File: src/rtl/gray_capture_sync.sv
// Captures an asynchronous 4-bit Gray code through a 2-flop synchroniser and a stability filter, then checks each new code for a legal single-bit step.
// Latency: STABLE_CYCLES+3 edges from input to GRAY. Backpressure: a one-entry pending buffer absorbs one stalled code; further codes overwrite it and set ovf_err.
module gray_capture_sync #(
  parameter int STABLE_CYCLES = 4,
  parameter int CNT_W         = 4
) (
  input  logic       clk,
  input  logic       rst_n,
  input  logic [3:0] gray_in,
  input  logic       gray_ready,
  input  logic       err_clr,
  output logic [3:0] GRAY,
  output logic       gray_valid,
  output logic       step_err,
  output logic       ovf_err
);

  localparam logic [CNT_W-1:0] CNT_MAX = CNT_W'(STABLE_CYCLES - 1);

  logic [3:0]       r_s1, r_s2, r_cand, r_acc, r_pend, r_gray;
  logic [CNT_W-1:0] r_cnt;
  logic             r_first, r_pend_full, r_vld, r_step, r_ovf;

  logic       w_accept, w_step_bad, w_ovf_set;
  logic [3:0] w_diff;

  assign w_diff     = r_cand ^ r_acc;
  assign w_accept   = (r_cnt == CNT_MAX) && (r_s2 == r_cand) && (r_first || (r_cand != r_acc));
  assign w_step_bad = !r_first && ($countones(w_diff) != 1);
  // Overflow only when the buffer is already full and nothing drains this edge.
  assign w_ovf_set  = w_accept && r_vld && !gray_ready && r_pend_full;

  always_ff @(posedge clk or negedge rst_n) begin
    if (!rst_n) begin
      r_s1 <= '0;
      r_s2 <= '0;
    end else begin
      r_s1 <= gray_in;
      r_s2 <= r_s1;
    end
  end

  always_ff @(posedge clk or negedge rst_n) begin
    if (!rst_n) begin
      r_cand <= '0;
      r_cnt  <= '0;
    end else if (r_s2 != r_cand) begin
      r_cand <= r_s2;
      r_cnt  <= '0;
    end else if (r_cnt < CNT_MAX) begin
      r_cnt  <= r_cnt + 1'b1;
    end
  end

  always_ff @(posedge clk or negedge rst_n) begin
    if (!rst_n) begin
      r_acc   <= '0;
      r_first <= 1'b1;
    end else if (w_accept) begin
      r_acc   <= r_cand;
      r_first <= 1'b0;
    end
  end

  always_ff @(posedge clk or negedge rst_n) begin
    if (!rst_n) begin
      r_gray      <= '0;
      r_vld       <= 1'b0;
      r_pend      <= '0;
      r_pend_full <= 1'b0;
    end else if (!r_vld) begin
      if (w_accept) begin
        r_gray <= r_cand;
        r_vld  <= 1'b1;
      end
    end else if (gray_ready) begin
      if (r_pend_full) begin
        r_gray <= r_pend;
        if (w_accept) r_pend <= r_cand;
        else          r_pend_full <= 1'b0;
      end else if (w_accept) begin
        r_gray <= r_cand;
      end else begin
        r_vld <= 1'b0;
      end
    end else if (w_accept) begin
      r_pend      <= r_cand;
      r_pend_full <= 1'b1;
    end
  end

  // A new error at the same edge as err_clr wins.
  always_ff @(posedge clk or negedge rst_n) begin
    if (!rst_n) begin
      r_step <= 1'b0;
      r_ovf  <= 1'b0;
    end else begin
      r_step <= (r_step && !err_clr) || (w_accept && w_step_bad);
      r_ovf  <= (r_ovf && !err_clr) || w_ovf_set;
    end
  end

  assign GRAY       = r_gray;
  assign gray_valid = r_vld;
  assign step_err   = r_step;
  assign ovf_err    = r_ovf;

endmodule
File: config.mk
export PLATFORM = sky130hd
export DESIGN_NAME = gray_capture_sync
export DESIGN_NICKNAME = d
export VERILOG_FILES = /design/src/rtl/gray_capture_sync.sv
export SDC_FILE = /design/constraint.sdc
export NUM_CORES = 1
export LEC_CHECK = 0
export BUFFER_PORTS_ARGS = -buffer_cell sky130_fd_sc_hd__buf_2
export CORE_ASPECT_RATIO = 1.5
export CORE_MARGIN = 5
export CORE_UTILIZATION = 40
export DETAILED_ROUTE_END_ITERATION = 8
export SYNTH_ARGS = -nofsm -noshare
export SYNTH_HDL_FRONTEND = slang
export SYNTH_SLANG_ARGS = --single-unit
File: constraint.sdc
create_clock -name clk -period 6 [get_ports clk]
set_clock_uncertainty 0.2 [all_clocks]
set_input_delay 1.2 -clock clk [delete_from_list [all_inputs] [get_ports clk]]
set_output_delay 1.2 -clock clk [all_outputs]
set_load 0.005 [all_outputs]
==> key figures, run 1 <==
Worst setup path
  • Max incr delay on CP: 0.57 ns
  • Delay-heaviest family, CP: compound AO/OA/AOI/OAI gates
  • Worst EP arrival: 2.83 ns
  • Startpoint types: input port
  • Critical path's slowest cell: a21boi_0
  • Worst Path Required: 5.97 ns
  • CP Class: input port to flip-flop
  • Crit path buf inv count: 1
  • Max FO, Critical Path: 12
  • Crit path cell chain: buf_2 -> a21boi_0 -> nor4b_2 -> mux2_2
  • CP Capture Type: flip-flop

Cells and area
  • Diodes inserted: 0
  • Final Cell Area: 0.00161 mm²
  • Fillcell total: 347
  • Layout Nets: 144
  • Area grow syn2layout: 11.1%
  • Final Util: 46.8%
  • Share of layout cells above drive strength 1: 26.5%

Timing
  • Tmin final: 2.86 ns
  • Final Max Tran Viols: 0
  • F_max: 0.349 GHz
  • Slew of the pin with the lowest slew margin: 0.730 ns
  • Unrepaired setup endpoints after global routing: no
  • Sum of negative setup slack: 0 ns
  • Fin crit share: 47.7%
  • Final setup violation count: 0
  • Worst slew margin: 50.9%
  • Fin. Hold Viols: 0
  • Hold WS: 0.151 ns

Clocking
  • Clock sink count: 33
  • Post_cts resized: 0
  • Root buf cell: clkbuf_8
  • Htree depth: 2
  • Worst-Skew Late Latency: 0.28 ns
  • Reg clk slew, reported paths: 0.07 ns
  • CTS Buffer Depth: 2
  • CTS tree: built
  • Total CTS buffers: 5
  • Setup bufs post-CTS: 0
  • Hold Buf Count CTS: 0

Power and ir drop
  • VDD IR max: 0.000163 V
  • Pwr Density: 272 mW/mm²
  • Clock group share of total power: 36.7%
  • Post-layout power: 0.439 mW
  • Pleak: 0.739 nW
  • Comb pwr share: 8.4%
  • Sw Share: 24.8%
  • NetSw: 0.109 mW
  • Flop pwr share: 54.8%
  • Cell-internal power: 0.330 mW

Place
  • Dpl hpwl: 1.83 mm
  • Count of input and output buffers: 14
  • Placement Cell Area: 0.00153 mm²
  • RePlAce Congestion: 0.684

Route
  • Routed vias: 902
  • Avg WL per Cell: 14.9 µm
  • DR vias/cell: 5.18
  • ANT nets after route: 0
  • Drt first pass iters: 4
  • Routed wire length: 2.60 mm
  • Iter 0 DRT Violations: 28
  • Residual DRC: 0

Synthesis
  • Adder-cell share of the synthesized area: 4.82%
  • Netlist cell types: 34
  • Synth top cells by count: dfrtp_1 (32), inv_1 (9), mux2_2 (8)
  • Most frequent cell after synthesis: dfrtp_1
  • Synth Area in XOR/XNOR: 5.43%
  • Syn_area_per_cell: 12.1 µm²
  • Synth Cell Area: 0.00145 mm²
  • Largest area contributor in the netlist: dfrtp_1
  • Largest family of logic cells by synthesized area: compound AO/OA/AOI/OAI gates
  • Synth Register Bits: 33
  • Post-synthesis compound-gate area fraction: 10.5%
  • Primary FF master, synth: dfrtp_1
  • Syn_nets: 133
  • Sequential area share after synthesis: 56.9%
  • Post-Syn Instances: 120
  • Post-synth EDFFs: 0
  • Synth Warn #: 0
  • Post-synthesis mux area share: 6.89%
  • Simple-gate share of the synthesized area: 9.82%
  • Main area contributors after synthesis: dfrtp_1 (55%), mux2_2 (6.2%), xnor2_1 (3.6%)
  • FFs w/ async S/R, synth: 100%
  • Synth top area share: 55.1%

Floorplan
  • Die H: 83.8 µm
  • Std-Cell Rows: 26
  • Starting density of the core: 42.1%
  • Die Wd: 59.2 µm
  • Die area: 0.00496 mm²
  • Core ar.: 0.00345 mm²
  • Num ports: 15

Global routing
  • First-pass GRT wire length: 4.69 mm
  • Total grt overflow: 0
  • GRT Overall Usage: 12.4%
  • Largest net degree at the start of global routing: 34
  • Initial antenna violation count: 0
  • Vias in the first global route: 1016

Hold path
  • Worst min path class: flip-flop to flip-flop

Flow run
  • Max_cap viols: 0

Run status
  • Status: finished, final reports clean
worst paths after layout:
kind                       cells after the start                    end                  start  slack, ns
max in group asynchronous                      1   r_cnt[2]$_DFFE_PN0P_                  rst_n       4.36
min in group asynchronous                      1     step_err$_DFF_PN0_                  rst_n       0.77
setup reg to reg                               7   r_acc[1]$_DFFE_PN0P_  r_cand[1]$_DFFE_PN0P_       3.23
setup / recovery                               4  r_pend[2]$_DFFE_PN0P_             gray_ready       3.14
hold / removal                                 0      r_s2[3]$_DFF_PN0_      r_s1[3]$_DFF_PN0_       0.15
hold reg to reg                                0      r_s2[3]$_DFF_PN0_      r_s1[3]$_DFF_PN0_       0.15
cell type report:
class | instances | area (µm²) | share of cell area (%)
sequential | 33 | 827 | 51.2
multi-input combinational | 68 | 544 | 33.7
timing repair buffer | 14 | 70.1 | 4.34
clock buffer | 5 | 68.8 | 4.26
tap | 42 | 52.6 | 3.26
inverter | 9 | 33.8 | 2.09
clock inverter | 3 | 17.5 | 1.09
state kept, by name, indices dropped and copies added, names as in the netlist:
name         count
ovf_err          1
r_first          1
r_pend_full      1
r_cand           4
r_pend           4
GRAY             4
r_s2             4
gray_valid       1
step_err         1
r_s1             4
r_acc            4
r_cnt            4
metrics by stage:
step / instances / setup WS, ns
floorplan: 120 / 3.29
global placement: 166 / 2.95
detailed placement: 166 / 2.87
CTS: 174 / 3.17
global route: 174 / 3.05
finish: 174 / 3.14
power by group through the flow:
stage          clock network (mW)  registers (mW)  logic, mW
2_1_floorplan                   0           0.243     0.0231
3_3_place_gp                    0           0.244     0.0363
3_5_place_dp                    0           0.245     0.0376
4_1_cts                     0.167           0.241     0.0383
5_1_grt                     0.180           0.242     0.0432
6_report                    0.161           0.240     0.0369
layout by cell type (no fill, tap or decap), types with 4 or more instances in the layout:
master	n
o311a_1	4
dfrtp_1	32
ha_1	4
buf_2	14
o31ai_1	4
inv_1	9
mux2_2	8
clkbuf_8	5
nand2_1	7
xnor2_1	6
a21oi_1	4
nor2_1	4
routing by layer:
metal	GRT usage [%]	up-vias	routed length [µm]
met5	0	-	0
met4	6.19	0	30
met2	20.4	25	1380
li1	-	433	-
met3	3.87	4	137
met1	13.8	440	1050
worst register-to-register path, stage by stage, from the launching register on:
cell and delay [ns]:
dfrtp_1 0.45, xor2_1 0.21, inv_1 0.07, ha_1 0.13, inv_1 0.04, nor4_2 0.65, or3_1 0.52, mux2_2 0.39
kinds of logic (layout without fill, tap and decap cells):
family	Yosys count	count (layout)
xor gates and xnor gates	9	9
and+or+nand+nor	24	24
muxes	9	9
AOI/OAI and AO/OA	21	21
DFF	33	33
adders and majority gates	5	5
buffers and inverters	19	31
(Power assumes the default switching activity.)
==> inputs of run 2 (changes only) <==
==> constraint.sdc (replaced) <==
create_clock -name clk -period 2.45 [get_ports clk]
set_clock_uncertainty 0.2 [all_clocks]
set_input_delay 0.49 -clock clk [delete_from_list [all_inputs] [get_ports clk]]
set_output_delay 0.49 -clock clk [all_outputs]
set_load 0.005 [all_outputs]
==> key figures, run 2 (synthesized netlist as in run 1, its figures left out) <==
Worst setup path
  • Worst EP arrival: 2.25 ns (-0.58 ns)
  • CP Class: flip-flop to flip-flop
  • CP Capture Type: flip-flop
  • Crit path buf inv count: 1 (unchanged)
  • Worst Path Required: 2.41 ns (-3.56 ns)
  • Max FO, Critical Path: 2 (-10)
  • Most frequent CP cell: ha_1
  • Delay-heaviest family, CP: adder cells
  • Crit path cell chain: xnor2_2 -> inv_1 -> fa_1 -> ha_1 -> ha_1 -> nor3b_1 -> o32ai_1
  • Max incr delay on CP: 0.48 ns (-0.09 ns)
  • Startpoint types: flip-flop
  • Critical path's slowest cell: fa_1

Timing
  • Unrepaired setup endpoints after global routing: no
  • Sum of negative setup slack: 0 ns (unchanged)
  • F_max: 0.437 GHz
  • Final setup violation count: 0 (unchanged)
  • Hold WS: 0.0585 ns (-0.0928 ns)
  • Tmin final: 2.29 ns
  • Worst slew margin: 51.9% (+0.99 points)
  • Final Max Tran Viols: 0 (unchanged)
  • Fin crit share: 93.3%
  • Fin. Hold Viols: 0 (unchanged)
  • Slew of the pin with the lowest slew margin: 0.721 ns (-0.00881 ns)

Cells and area
  • Share of layout cells above drive strength 1: 32.9% (+6.4 points)
  • Diodes inserted: 0 (unchanged)
  • Fillcell total: 324 (-6.6%)
  • Final Util: 49.9% (+3.0 points)
  • Most frequent cells in the layout: dfrtp_1 (32), buf_2 (14), buf_4 (11)
  • Area grow syn2layout: 18.3%
  • Most common cell after layout, fill and taps aside: dfrtp_1
  • Layout Nets: 155 (+7.6%)

Route
  • Residual DRC: 0 (unchanged)
  • Drt first pass iters: 4 (unchanged)
  • Routed wire length: 2.76 mm (+6.5%)
  • Avg WL per Cell: 14.9 µm (+0.14%)
  • Routed vias: 980 (+8.6%)
  • ANT nets after route: 0 (unchanged)
  • DR vias/cell: 5.30 (+2.2%)
  • Iter 0 DRT Violations: 59 (+110%)

Floorplan
  • Die H: 83.8 µm (unchanged)
  • Die area: 0.00496 mm² (unchanged)
  • Die Wd: 59.2 µm (unchanged)
  • Std-Cell Rows: 26 (unchanged)
  • Starting density of the core: 42.1% (unchanged)
  • Core ar.: 0.00345 mm² (unchanged)
  • Num ports: 15 (unchanged)

Power and ir drop
  • VDD IR max: 0.000497 V (+210%)
  • Pwr Density: 661 mW/mm² (+140%)
  • Pleak: 0.808 nW (+9.4%)
  • Post-layout power: 1.14 mW (+160%)

Clocking
  • Worst-Skew Late Latency: 0.28 ns (about the same)
  • CTS tree: built
  • Root buf cell: clkbuf_8
  • Setup bufs post-CTS: 0 (unchanged)
  • Htree depth: 2 (unchanged)
  • Reg clk slew, reported paths: 0.07 ns (about the same)
  • CTS Buffer Depth: 2 (unchanged)
  • Clock sink count: 33 (unchanged)
  • Total CTS buffers: 5 (unchanged)

Global routing
  • Vias in the first global route: 977 (-3.8%)
  • Largest net degree at the start of global routing: 34 (unchanged)
  • Total grt overflow: 0 (unchanged)
  • GRT Overall Usage: 12.7% (+0.30 points)
  • Initial antenna violation count: 0 (unchanged)
  • First-pass GRT wire length: 4.71 mm (+0.43%)

Place
  • RePlAce Congestion: 0.724 (+5.9%)
  • Count of input and output buffers: 14 (unchanged)
  • Dpl hpwl: 1.93 mm (+6.0%)

Hold path
  • Worst min path class: input port to async pin

Flow run
  • Max_cap viols: 0 (unchanged)

Run status
  • Status: finished, final reports clean
## run 2: routing by layer
metal,track usage [%],routed length [µm],up-vias
li1,-,-,459
met2,20.8,1470,27
met1,14.8,1100,488
met5,0,0,-
met3,3.72,141,6
met4,5.57,49,0
## run 2: stage by stage
step,cell area [µm²],cells,setup WS [ns]
floorplan,1450,120,0.0822
global placement,1610,177,0.180
detailed placement,1610,177,0.129
CTS,1710,185,0.0956
global route,1720,185,0.0178
finish,1720,185,0.164
## run 2: worst paths after layout
path / from / end / cells past startpoint / slack (ns)
worst max-delay path: r_acc[0]$_DFFE_PN0P_ / step_err$_DFF_PN0_ / 7 / 0.16
worst min-delay path: rst_n / step_err$_DFF_PN0_ / 1 / 0.06
min in group clk: gray_in[0] / r_s1[0]$_DFF_PN0_ / 1 / 0.11
max in group asynchronous: rst_n / r_cnt[3]$_DFFE_PN0P_ / 1 / 1.52
worst min register to register: r_s1[2]$_DFF_PN0_ / r_s2[2]$_DFF_PN0_ / 0 / 0.15
worst max register to register: r_acc[0]$_DFFE_PN0P_ / step_err$_DFF_PN0_ / 7 / 0.16
## run 2: cell type report
| cell class | count | area (µm²) | share of cell area, % |
|---|---|---|---|
| Multi-Input combinational cell | 68 | 552 | 32.1 |
| Clock buffer | 7 | 96.3 | 5.60 |
| Inverter | 9 | 33.8 | 1.97 |
| Tap cell | 42 | 52.6 | 3.06 |
| Clock inverter | 1 | 5.00 | 0.291 |
| Timing Repair Buffer | 25 | 153 | 8.88 |
| Sequential cell | 33 | 827 | 48.1 |
## run 2: what timing repair did
item,CTS,global route
hold endpoints to repair,0,0
gates resized for setup,0,1
hold buffers,0,0
setup endpoints to repair,0,1
## run 2: where the power goes
group	switching, mW	total, mW	internal (mW)	leakage (nW)
sequential	0.0186	0.587	0.568	0.425
clock	0.196	0.450	0.254	0.0542
combinational	0.0509	0.0998	0.0489	0.329
total	0.265	1.14	0.871	0.808
